### config.mk
export PLATFORM = sky130hd
export DESIGN_NAME = unified_mem_arbiter
export DESIGN_NICKNAME = d
export VERILOG_FILES = /design/src/rtl/unified_mem_arbiter.sv
export SDC_FILE = /design/constraint.sdc
export NUM_CORES = 1
export LEC_CHECK = 0
export BUFFER_PORTS_ARGS = -buffer_cell sky130_fd_sc_hd__buf_2
export CAP_MARGIN = 20
export CELL_PAD_IN_SITES_DETAIL_PLACEMENT = 1
export CELL_PAD_IN_SITES_GLOBAL_PLACEMENT = 2
export CORE_ASPECT_RATIO = 0.7
export CORE_UTILIZATION = 10
export DETAILED_ROUTE_END_ITERATION = 7
export GPL_TIMING_DRIVEN = 1
export PLACE_DENSITY_LB_ADDON = 0.1
export SLEW_MARGIN = 20
export SYNTH_ARGS = -nofsm -noshare
export SYNTH_HDL_FRONTEND = slang
export SYNTH_SLANG_ARGS = --single-unit
### constraint.sdc
create_clock -name clk -period 1.8 [get_ports clk]
set_input_delay 0.27 -clock clk [delete_from_list [all_inputs] [get_ports clk]]
set_output_delay 0.27 -clock clk [all_outputs]
set_load 0.05 [all_outputs]
### src/rtl/unified_mem_arbiter.sv
// Arbitrates IF and LS requesters onto one single-port sync-read memory; LS has priority with a starvation escape for IF.
// Latency: 1 cycle accept-to-response, 1 request/cycle; no response backpressure, requesters stall via req_ready.
module unified_mem_arbiter #(
  parameter int ADDR_WIDTH   = 32,
  parameter int DATA_WIDTH   = 32,
  parameter int MEM_DEPTH    = 'h4000,
  parameter int STARVE_LIMIT = 4
) (
  input  logic                         clk,
  input  logic                         rst,
  input  logic                         if_req_valid,
  output logic                         if_req_ready,
  input  logic [ADDR_WIDTH-1:0]        if_req_addr,
  output logic                         if_rsp_valid,
  output logic [DATA_WIDTH-1:0]        if_rsp_data,
  output logic                         if_rsp_err,
  input  logic                         ls_req_valid,
  output logic                         ls_req_ready,
  input  logic [ADDR_WIDTH-1:0]        ls_req_addr,
  input  logic                         ls_req_we,
  input  logic [DATA_WIDTH/8-1:0]      ls_req_be,
  input  logic [DATA_WIDTH-1:0]        ls_req_wdata,
  output logic                         ls_rsp_valid,
  output logic [DATA_WIDTH-1:0]        ls_rsp_data,
  output logic                         ls_rsp_err,
  output logic                         mem_en,
  output logic [DATA_WIDTH/8-1:0]      mem_we,
  output logic [$clog2(MEM_DEPTH)-1:0] mem_addr,
  output logic [DATA_WIDTH-1:0]        mem_wdata,
  input  logic [DATA_WIDTH-1:0]        mem_rdata
);

  localparam int          BE_W       = DATA_WIDTH / 8;
  localparam int          IDX_W      = $clog2(MEM_DEPTH);
  localparam int          CNT_W      = $clog2(STARVE_LIMIT + 1);
  localparam logic [63:0] BYTE_LIMIT = 64'(MEM_DEPTH) * 64'd4;

  logic [CNT_W-1:0]      starve_cnt_q, starve_cnt_d;
  logic                  rsp_vld_q, rsp_vld_d;
  logic                  rsp_ls_q, rsp_ls_d;
  logic                  rsp_err_q, rsp_err_d;
  logic                  rsp_rd_q, rsp_rd_d;

  logic                  starve_hit;
  logic                  if_gnt;
  logic                  ls_gnt;
  logic [ADDR_WIDTH-1:0] sel_addr;
  logic                  sel_oor;
  logic [DATA_WIDTH-1:0] rsp_word;

  // Grants are suppressed while rst is high so nothing is accepted or written.
  always_comb begin
    starve_hit = if_req_valid && (starve_cnt_q == CNT_W'(STARVE_LIMIT));
    if_gnt     = !rst && if_req_valid && (starve_hit || !ls_req_valid);
    ls_gnt     = !rst && ls_req_valid && !starve_hit;
    sel_addr   = ls_gnt ? ls_req_addr : if_req_addr;
    sel_oor    = 64'(sel_addr) >= BYTE_LIMIT;

    if_req_ready = if_gnt;
    ls_req_ready = ls_gnt;
    mem_en       = (if_gnt || ls_gnt) && !sel_oor;
    mem_we       = (mem_en && ls_gnt && ls_req_we) ? ls_req_be : '0;
    mem_addr     = sel_addr[2 +: IDX_W];
    mem_wdata    = ls_gnt ? ls_req_wdata : '0;
  end

  always_comb begin
    starve_cnt_d = starve_cnt_q;
    if (!if_req_valid || if_gnt) begin
      starve_cnt_d = '0;
    end else if (starve_cnt_q != CNT_W'(STARVE_LIMIT)) begin
      starve_cnt_d = starve_cnt_q + 1'b1;
    end

    rsp_vld_d = if_gnt || ls_gnt;
    rsp_ls_d  = ls_gnt;
    rsp_err_d = sel_oor;
    rsp_rd_d  = !(ls_gnt && ls_req_we);
  end

  always_ff @(posedge clk) begin
    if (rst) begin
      starve_cnt_q <= '0;
      rsp_vld_q    <= 1'b0;
      rsp_ls_q     <= 1'b0;
      rsp_err_q    <= 1'b0;
      rsp_rd_q     <= 1'b0;
    end else begin
      starve_cnt_q <= starve_cnt_d;
      rsp_vld_q    <= rsp_vld_d;
      rsp_ls_q     <= rsp_ls_d;
      rsp_err_q    <= rsp_err_d;
      rsp_rd_q     <= rsp_rd_d;
    end
  end

  // Responses are masked during rst so an in-flight access never surfaces.
  always_comb begin
    rsp_word     = (rsp_rd_q && !rsp_err_q) ? mem_rdata : '0;
    if_rsp_valid = !rst && rsp_vld_q && !rsp_ls_q;
    ls_rsp_valid = !rst && rsp_vld_q && rsp_ls_q;
    if_rsp_data  = if_rsp_valid ? rsp_word : '0;
    ls_rsp_data  = ls_rsp_valid ? rsp_word : '0;
    if_rsp_err   = if_rsp_valid && rsp_err_q;
    ls_rsp_err   = ls_rsp_valid && rsp_err_q;
  end

  logic unused_be_w;
  assign unused_be_w = (BE_W == 0);

endmodule

======== Yosys cells after proc, flatten, opt, wreduce, memory -nomap -nowiden ========
Index checks and enable logic that the tools add are counted.
storage, ports and cells
  word-level logic and storage cells ...... 42
  input bits .............................. 137
  flip-flop bits (word level) ............. 7
cells by class
  $lt $le $gt $ge ......................... 1
  reductions and logical operators ........ 27
  equal/unequal tests ..................... 2
  add/sub/neg operators ................... 1
  multiplexer cells ....................... 6
operators with widths
  operator              count
  $mux 32               5
  $ge 32x17->1 const B  1
  $logic_and 1x1->1     15
  $logic_not 1->1       8
  $mux 4                1
  $add 3x1->3 const B   1
  $eq 3x3->1 const B    1
  $logic_or 1x1->1      3
  $ne 3x3->1 const B    1
  $reduce_or 2->1       1

======== Logic depth before layout (Yosys ltp) ========
Gate-level depths: netlist of run 1.
  word-level depth ........................ 11
  depth in mapped cells ................... 6

======== Least setup slack after synthesis of run 1 ========
No wires, ideal clock.
  path kind ............................... reg-to-output
  start ................................... register starve_cnt_q[0]
  end ..................................... output mem_en
  data arrival time ....................... 2.014 ns
  path buffers ............................ 1
  stages on the path, launching flop included .. 7
  setup slack ............................. -0.484 ns
  data required time ...................... 1.530 ns
  cell sequence ........................... dfxtp_1 inv_1 ha_1 a311oi_4 buf_4 nand2_1 a21oi_1
on the way
  word-level cells in the longest chain between the ends .. 8
  elaborated cells between the ends (all ways) .. 11
RTL lines
  item                    line  text
  start, declared         38    logic [CNT_W-1:0] starve_cnt_q, starve_cnt_d;
  start signal, assigned  89    starve_cnt_q <= starve_cnt_d;
  $eq 3x3->1 (*)          53    starve_hit = if_req_valid && (starve_cnt_q == CNT_W'(STARVE_LIMIT));
  $logic_and 1x1->1 (*)   53
  $logic_not 1->1         55    ls_gnt = !rst && ls_req_valid && !starve_hit;
  $logic_and 1x1->1       55
  $mux 32                 56    sel_addr = ls_gnt ? ls_req_addr : if_req_addr;
  $ge 32x17->1            57    sel_oor = 64'(sel_addr) >= BYTE_LIMIT;
  $logic_not 1->1         61    mem_en = (if_gnt || ls_gnt) && !sel_oor;
  $logic_and 1x1->1 (*)   61
  end, declared           26    output logic mem_en,
Every way passes the cells marked *; elsewhere a longest branch is shown, timed or not.

======== Worst setup path after layout of run 1 ========
Ends and elaborated chain as after synthesis.

==> results of run 1 <==
## synthesized netlist by cell type
cell      instances
nor2b_1           2
nand3_1           1
nand2_1           3
inv_2             1
buf_2             2
dfxtp_1           7
clkbuf_1         15
buf_4             1
nor3b_2           1
a21oi_1           2
nor4_1            8
nand4_1           1
and3b_1           2
and2_1           38
mux2_1           14
inv_1             4
nor2_1            6
or2_2             2
a311oi_4          1
and4_1            1
ha_1              2
buf_6             1
a311oi_1          1
and3_1           65
mux2i_1           1
## final timing paths
path	cells after the start	slack, ns	startpoint	end
worst min register to register	2	0.50	starve_cnt_q[0]	starve_cnt_q[0]
worst min-delay path	2	0.25	ls_req_we	rsp_rd_q
worst max-delay path	9	-0.36	starve_cnt_q[0]	mem_en
worst max register to register	8	0.15	starve_cnt_q[0]	rsp_err_q
## stage by stage
step | total power [W] | instance area, µm² | setup slack (ns) | utilization, % | setup TNS, ns
6_report | 0.00140 | 3810 | -0.356 | 30.5 | -14.00
2_1_floorplan | 0.000564 | 1400 | -0.0737 | - | -0.638
3_3_place_gp | 0.000821 | 2960 | -0.207 | 23.7 | -6.68
3_5_place_dp | 0.000828 | 2960 | -0.225 | 23.7 | -7.09
5_1_grt | 0.00147 | 3810 | -0.411 | 30.5 | -17.07
4_1_cts | 0.00143 | 3840 | -0.371 | 30.8 | -15.36
## cell usage in the layout (no fill, tap or decap), drive strengths merged, types with 2 or more instances in the layout
cell type    n
nand2        3
and3b        2
a21oi        2
mux2        14
clkbuf       4
nor2b        2
a311oi       2
nor4         8
ha           2
or2          2
dfxtp        7
nor2         6
buf        279
inv          5
and3        65
and2        38
## logic make-up after synthesis
group	count (synthesis)
adder cells (fa/ha/maj)	2
multiplexers	15
AND/OR/NAND/NOR	130
buffers and inverters	24
flip-flops	7
AO/OA/AOI/OAI	4
## sequential cells by signal, indices dropped and copies added (netlist names)
register and cells:
rsp_err_q 1, rsp_ls_q 1, rsp_rd_q 1, rsp_vld_q 1, starve_cnt_q 3
## worst max-delay path, delay by kind of cell (launching register included)
kind                       cells  cell delay (ns)
buffers and inverters          5             0.75
DFF                            1             0.31
and+or+nand+nor                1             0.24
AOI/OAI and AO/OA              2             0.21
adders and majority gates      1             0.14
## where the power goes
part	switching (W)	internal (W)	leakage [nW]
clock network	0.0000832	0.000295	0.0382
registers	0.00000392	0.000163	0.0588
logic	0.000447	0.000412	2.21
total	0.000534	0.000869	2.31
## routing by layer
| metal | global-route usage, % | share of wire (%) | wire, µm |
|---|---|---|---|
| met1 | 13.8 | 39 | 3330 |
| met2 | 22.3 | 53 | 4480 |
| met3 | 2.20 | 7.0 | 587 |
| met4 | 1.18 | 0.51 | 43 |
| met5 | 0 | 0 | 0 |
## area by class of cell
| cell class | count | share of cell area, % |
|---|---|---|
| Clock buffer | 4 | 2.07 |
| Inverter | 5 | 0.493 |
| Multi-Input combinational cell | 151 | 32.1 |
| Sequential cell | 7 | 3.75 |
| Tap cell | 162 | 5.32 |
| Timing Repair Buffer | 280 | 56.2 |
## timing repair
action / 4_1_cts / 5_1_grt
gates resized for setup: 197 / 9
pin swaps: 36 / 3
cloned: 5 / 0
endpoints found under the setup margin: 53 / 53
setup buffers: 6 / 3
==> run summary, run 1 <==
status: finished with violations
failing checks: negative setup slack
multi-input logic area: 1220 µm²
largest family of logic cells by synthesized area: simple AND/OR/NAND/NOR gates
H-tree levels: 1
WHS: 0.248 ns
fraction of synthesized cell area in xor and xnor cells: 0%
GPL Wtd Cong: 0.706
Least-Margin Pin Slew: 0.246 ns
Initial Utilization: 10.3%
placed cells: 595
crit path max-delay cell type: dfxtp_2
leading area contributor after synthesis: and3_1
post-synthesis adder-cell area fraction: 1.95%
total grt overflow: 0
Max FO, Critical Path: 5
period utilization: 120%
antenna-violating nets left: 0
Mapped Area: 1280 µm²
CP Data Arrival Time: 1.89 ns
Nets: 587
layout cells sized above 1: 77.6%
clock root buffer: clkbuf_16
mux cell area share after synthesis: 13.0%
Setup crit start kind: flip-flop
CTS max path bufs: 2
pwr dens: 369 nW/µm²
# DRC: 0
Cells after Synth: 182
maximum VDD drop: 226 µV
Hold Vio Cnt, Final: 0
top post-synthesis cells by area: and3_1 (32%), and2_1 (19%), mux2_1 (12%)
FMAX: 464 MHz
post-cts hold buffer count: 0
vias in the first global route: 2326
Core Area: 12500 µm²
CTS buffer count: 3
Netlist cell types: 25
Synth top area share: 31.6%
crit path cell chain: inv_2 > ha_4 > a311oi_4 > buf_6 > buf_6 > bufbuf_16 > or2_4 > a21oi_4 > buf_8
FF+latch count, synth: 7
critical path type: flip-flop to output port
Die Y: 96.8 µm
Slew HR: 83.4%
clock-pin slew on the worst setup and hold paths: 0.04 ns
DPL Wire Length: 6.44 mm
# port buffers: 253
largest net degree at the start of global routing: 65
Lkg Pwr: 2.31 nW
Worst Skew: 0.00411 ns
Critical Path RT: 1.53 ns
average via count per standard cell: 3.92
router iterations before antenna repair: 3
Antenna diodes: 0
first-pass GRT wire length: 12.3 mm
sequential standard cell area: 143 µm²
clk_lat worst skew: 0.23 ns
Fillers: 1488
synth warn: 0
total track usage: 11.8%
Row Count: 34
slowest stage delay, CP: 0.31 ns
Vias: 2386
final worst slack: -0.356 ns
Worst Hold Class: input port to flip-flop
die width: 137 µm
Die ar.: 13300 µm²
Final setup viols: 53
minimum clock period: 2.16 ns
Final Instance Count excl. Fillers: 609
CP most frequent cell: buf_6
Avg Inst Size Synth: 7.06 µm²
Final Max Tran Viols: 0
RSZ-0062 raised after global routing: true
Detailed Route WL: 8.44 mm
io pins: 258
synthesized net count: 321
Area Overhead vs Synth: 196%
Starting DRT DRC Count: 60
Max Cap Viol: 0
post-synthesis compound-gate area fraction: 3.51%
Post-Synth Simple-Gate Area: 62.5%
sequential fraction of the synthesis area: 10.9%
initial antenna violation count: 0
CTS tree: built
TritonCTS sink count: 7
CP Capture Type: output port
routed length per instance: 13.9 µm
(Power assumes the default switching activity.)
==> run 2, diff against run 1 <==
- SLEW_MARGIN: 20 -> not set
- clock period: 1.8 -> 2.4 ns (I/O delays scaled with it)
==> run summary, run 2 (synthesis gave the netlist of run 1 again) <==
# port buffers: 253 (unchanged)
GPL Wtd Cong: 0.722 (+2.2%)
Antenna diodes: 0 (unchanged)
pwr dens: 299 nW/µm² (-19%)
Critical Path RT: 2.04 ns (+0.51 ns)
# DRC: 0 (unchanged)
final worst slack: 0.0896 ns (+0.445 ns)
Fillers: 1591 (+6.9%)
slowest stage delay, CP: 0.35 ns (+0.04 ns)
CP Capture Type: output port
Max FO, Critical Path: 12 (+7)
H-tree levels: 1 (unchanged)
total grt overflow: 0 (unchanged)
clk_lat worst skew: 0.23 ns (about the same)
Initial Utilization: 10.3% (unchanged)
router iterations before antenna repair: 4 (+1)
Nets: 568 (-3.2%)
top cell family by delay on the critical path: buffers and inverters
initial antenna violation count: 0 (unchanged)
DPL Wire Length: 6.75 mm (+4.9%)
Worst Hold Class: input port to flip-flop
Area Overhead vs Synth: 128%
TritonCTS sink count: 7 (unchanged)
Worst Skew: 0.00144 ns (-0.00267 ns)
Least-Margin Pin Slew: 0.475 ns (+0.229 ns)
critical path type: flip-flop to output port
max reg flops: 3 (unchanged)
routed length per instance: 13.9 µm (+0.20%)
CP Data Arrival Time: 1.95 ns (+0.06 ns)
commonest non-fill, non-tap cells in the layout: buf_2 (239), and3_1 (64), and2_1 (38)
post-cts hold buffer count: 0 (unchanged)
CTS tree: built
largest net degree at the start of global routing: 65 (unchanged)
placed cell areas: 2730 µm² (-7.8%)
Die ar.: 13300 µm² (unchanged)
layout cells sized above 1: 64.3% (-13 points)
Detailed Route WL: 8.19 mm (-2.9%)
Buf/Inv on CP: 4 (-1)
Slew HR: 68.4% (-15 points)
clock-pin slew on the worst setup and hold paths: 0.04 ns (about the same)
minimum clock period: 2.31 ns
clock root buffer: clkbuf_16
die width: 137 µm (unchanged)
Max Cap Viol: 0 (unchanged)
total track usage: 11.5% (-0.27 points)
FMAX: 433 MHz
CP most frequent cell: buf_6
crit path cell chain: inv_1 > ha_4 > a311oi_4 > buf_6 > buf_6 > mux2_1 > buf_4
RSZ-0062 raised after global routing: false
period utilization: 96.3%
first-pass GRT wire length: 12.0 mm (-2.5%)
Vias: 2232 (-6.5%)
Total Neg Setup Slack: 0 ns (+14.00 ns)
io pins: 258 (unchanged)
CTS buffer count: 3 (unchanged)
Setup crit start kind: flip-flop
maximum VDD drop: 193 µV (-15%)
Core Area: 12500 µm² (unchanged)
sequential standard cell area: 141 µm² (-0.88%)
multi-input logic area: 1070 µm² (-13%)
Setup WS pre-CTS: 0.144 ns (+0.369 ns)
Most flops, register: starve_cnt_q
Die Y: 96.8 µm (unchanged)
Hold Vio Cnt, Final: 0 (unchanged)
Row Count: 34 (unchanged)
vias in the first global route: 2253 (-3.1%)
average via count per standard cell: 3.78 (-3.4%)
antenna-violating nets left: 0 (unchanged)
status: finished, final reports clean
Starting DRT DRC Count: 42 (-30%)
design area: 2930 µm² (-23%)
leading cell type in the layout, fill and taps excluded: buf_2
Final setup viols: 0 (-100%)
CTS max path bufs: 2 (unchanged)
Final Max Tran Viols: 0 (unchanged)
crit path max-delay cell type: mux2_1
Lkg Pwr: 1.95 nW (-15%)
## run 2: cell count changes in the layout (fill, tap and decap cells not counted), moves of 5 or more
cell | before | now
buf_2 | 201 | 239
buf_8 | 48 | 0
mux2_1 | 0 | 14
clkbuf_4 | 0 | 7
buf_6 | 11 | 4
and2_4 | 34 | 0
buf_12 | 6 | 1
and2_1 | 2 | 38
mux2_4 | 14 | 0
## run 2: worst paths after layout
| kind | startpoint | end | slack, ns | cells after the start |
|---|---|---|---|---|
| worst max-delay path | starve_cnt_q[1] | mem_addr[8] | 0.09 | 7 |
| worst min-delay path | ls_req_we | rsp_rd_q | 0.34 | 2 |
| worst max register to register | starve_cnt_q[1] | rsp_err_q | 0.71 | 7 |
| worst min register to register | starve_cnt_q[0] | starve_cnt_q[0] | 0.42 | 1 |
## run 2: through the flow
stage	hold WS [ns]	std cells	utilization, %	total power (W)
floorplan	0.417	182	-	0.000398
finish	0.339	590	23.5	0.000874
global route	0.351	590	23.5	0.000927
global placement	0.432	583	21.9	0.000577
CTS	0.336	591	23.2	0.000886
detailed placement	0.438	583	21.9	0.000580
## run 2: timing repair
item,4_1_cts,5_1_grt
pin swaps,1,0
cloned,2,0
buffers inserted,2,0
endpoints found under the setup margin,8,32
hold endpoints to repair,0,0
gates resized for setup,10,15
## run 2: final cells by class
type / instances / area share (%)
clock buffers: 4 / 2.69
inverters: 5 / 0.642
multi-input cells: 151 / 36.6
flip-flops and latches: 7 / 4.83
well taps: 162 / 6.93
repair buffers: 261 / 48.3
## run 2: where the power goes
group	internal (W)	switching (W)
sequential	0.000122	0.00000305
clock	0.000221	0.0000609
combinational	0.000168	0.000300
## run 2: routing by layer
metal	up-vias	share of wire [%]	track usage (%)
met2	90	53	22.3
met3	0	8.1	2.31
li1	1132	-	-
met1	1010	39	13.2
met5	-	0	0
met4	0	0	0.507
==> run 3, diff against run 2 <==
- ABC_AREA: not set -> 1
==> run summary, run 3 <==
status: finished, final reports clean
# port buffers: 253 (unchanged)
Final Max Tran Viols: 0 (unchanged)
design area: 3190 µm² (+9.2%)
critical path type: flip-flop to output port
clk_lat worst skew: 0.23 ns (about the same)
Worst Hold Class: flip-flop to flip-flop
router iterations before antenna repair: 4 (unchanged)
Die ar.: 15500 µm² (+17%)
Hold Vio Cnt, Final: 0 (unchanged)
CTS max path bufs: 2 (unchanged)
met3 wire length: 664 µm (+0.15%)
FF+latch count, synth: 7 (unchanged)
Final Instance Count excl. Fillers: 761 (+29%)
DPL Wire Length: 7.52 mm (+11%)
Worst Skew: 0.00108 ns (-0.000362 ns)
period utilization: 94.4% (-1.9 points)
minimum clock period: 2.27 ns (-0.0450 ns)
CP Capture Type: output port
leading cell type in the layout, fill and taps excluded: buf_2
FMAX: 441 MHz (+2.0%)
crit path max-delay cell type: dfxtp_2
synth cell count leaders: inv_1 (83), nor3_1 (66), nand2_1 (62)
Cells after Synth: 320 (+76%)
Core Area: 14700 µm² (+18%)
placed cells: 753 (+29%)
Tot Pwr: 0.000919 W (+5.1%)
Starting DRT DRC Count: 125 (+200%)
Setup crit start kind: flip-flop
synth warn: 0 (unchanged)
Lkg Pwr: 2.11 nW (+8.1%)
first-pass GRT wire length: 13.3 mm (+11%)
pwr dens: 288 nW/µm² (-3.7%)
average via count per standard cell: 3.60 (-4.8%)
routed wl met2: 4.48 mm (+3.8%)
Row Count: 37 (+8.8%)
crit path cell chain: inv_1 > ha_4 > nand3_4 > buf_4 > nand3b_1 > nand2_1 > nand2_1 > nor2_4 > nand3_4 > nor2_4 > buf_8
placed cell areas: 2980 µm² (+9.3%)
io pins: 258 (unchanged)
Final setup viols: 0 (unchanged)
Mapped Area: 1500 µm² (+17%)
Most flops, register: starve_cnt_q
Initial Utilization: 10.2% (-0.061 points)
commonest non-fill, non-tap cells in the layout: buf_2 (249), inv_1 (82), nor3_1 (64)
Total Neg Setup Slack: 0 ns (unchanged)
# DRC: 0 (unchanged)
Max Cap Viol: 0 (unchanged)
top-count cell post-synth: inv_1
layout cells sized above 1: 50.6% (-14 points)
DRT met1 WL: 3.57 mm (+11%)
CP Data Arrival Time: 1.91 ns (-0.04 ns)
Buf/Inv on CP: 3 (-1)
number of enable flip-flop cells after synthesis: 0 (unchanged)
share of synthesized registers carrying an async set or reset: 0% (unchanged)
total grt overflow: 0 (unchanged)
die width: 149 µm (+8.1%)
Area Overhead vs Synth: 112%
Slew HR: 59.2% (-9.1 points)
initial antenna violation count: 2 (+2)
top cell family by delay on the critical path: simple AND/OR/NAND/NOR gates
maximum VDD drop: 222 µV (+15%)
post-cts hold buffer count: 0 (unchanged)
TritonCTS sink count: 7 (unchanged)
Least-Margin Pin Slew: 0.611 ns (+0.136 ns)
H-tree levels: 1 (unchanged)
Top Layer Used: met4
clock-pin slew on the worst setup and hold paths: 0.04 ns (about the same)
Worst R2R Start: starve_cnt_q[0]
crit path from: starve_cnt_q[0]
vias in the first global route: 2672 (+19%)
Max FO, Critical Path: 4 (-8)
Vias: 2740 (+23%)
total track usage: 10.6% (-0.92 points)
CTS buffer count: 3 (unchanged)
clock root buffer: clkbuf_16
antenna-violating nets left: 0 (unchanged)
GPL Wtd Cong: 0.759 (+5.2%)
top_reg_cell synth: dfxtp_1
CTS tree: built
Die Y: 105 µm (+8.0%)
beginning of the worst hold path: starve_cnt_q[0]
Detailed Route WL: 8.77 mm (+7.0%)
synthesized net count: 459 (+43%)
largest net degree at the start of global routing: 43 (-34%)
Synth top area share: 22.0% (-9.7 points)
Critical Path RT: 2.04 ns (about the same)
leading area contributor after synthesis: nor3_1
max reg flops: 3 (unchanged)
sequential fraction of the synthesis area: 9.32% (-1.6 points)
WHS: 0.415 ns (+0.0768 ns)
Nets: 705 (+24%)
top post-synthesis cells by area: nor3_1 (22%), inv_1 (21%), nand2_1 (15%)
Avg Inst Size Synth: 4.70 µm² (-33%)
Fillers: 1964 (+23%)
slowest stage delay, CP: 0.33 ns (-0.02 ns)
routed length per instance: 11.5 µm (-17%)
Netlist cell types: 23 (-8.0%)
## run 3: final cells by class
class | count | area, µm² | share of cell area [%]
Timing Repair Buffer | 260 | 1360 | 42.6
Antenna cell | 1 | 2.50 | 0.0784
Multi-Input combinational cell | 206 | 1030 | 32.2
Sequential cell | 7 | 141 | 4.43
Inverter | 88 | 338 | 10.6
Tap cell | 195 | 244 | 7.64
Clock buffer | 4 | 78.8 | 2.47
## run 3: layer usage
layer,GRT usage (%),up-vias
li1,-,1432
met1,11.8,1206
met2,20.3,98
met3,2.79,4
met4,1.10,0
met5,0,-
## run 3: timing repair
item,CTS,global route
buffers inserted,0,3
endpoints found under the setup margin,4,5
resized for setup,9,19
pin swaps,0,5
## run 3: metrics by stage
| step | worst slack [ns] | utilization (%) |
|---|---|---|
| finish | 0.135 | 21.8 |
| global route | -0.000819 | 21.8 |
| CTS | 0.00222 | 21.1 |
| detailed placement | 0.125 | 20.3 |
| global placement | 0.197 | 20.3 |
| floorplan | -0.416 | - |
## run 3: path summary, 6_finish.rpt
check                          to  slack (ns)  cells after the start
setup reg to reg        rsp_err_q        0.99                      9
hold / removal    starve_cnt_q[0]        0.42                      1
setup / recovery        mem_we[1]        0.13                     11
hold reg to reg   starve_cnt_q[0]        0.42                      1
## run 3: kinds of logic after synthesis
group | Yosys count | share of synthesized area, %
xor+xnor | 1 | 0.582
buf+inv | 107 | 28.1
simple gates | 196 | 57.7
compound gates | 7 | 2.58
flops | 7 | 9.32
fa+ha+maj | 2 | 1.66
## run 3: worst reg2reg max path: stages (launching register included)
cell and delay, ns:
dfxtp_2 0.33, inv_1 0.07, ha_4 0.17, nand3_4 0.11
buf_4 0.12, nand3b_1 0.08, nand2_1 0.08, nand2_1 0.08
nor2_4 0.16, a21oi_1 0.09
## run 3: power breakdown
group	switching, W	leakage (nW)	internal [W]
combinational	0.000355	2.01	0.000159
sequential	0.00000254	0.0583	0.000122
clock	0.0000589	0.0382	0.000221
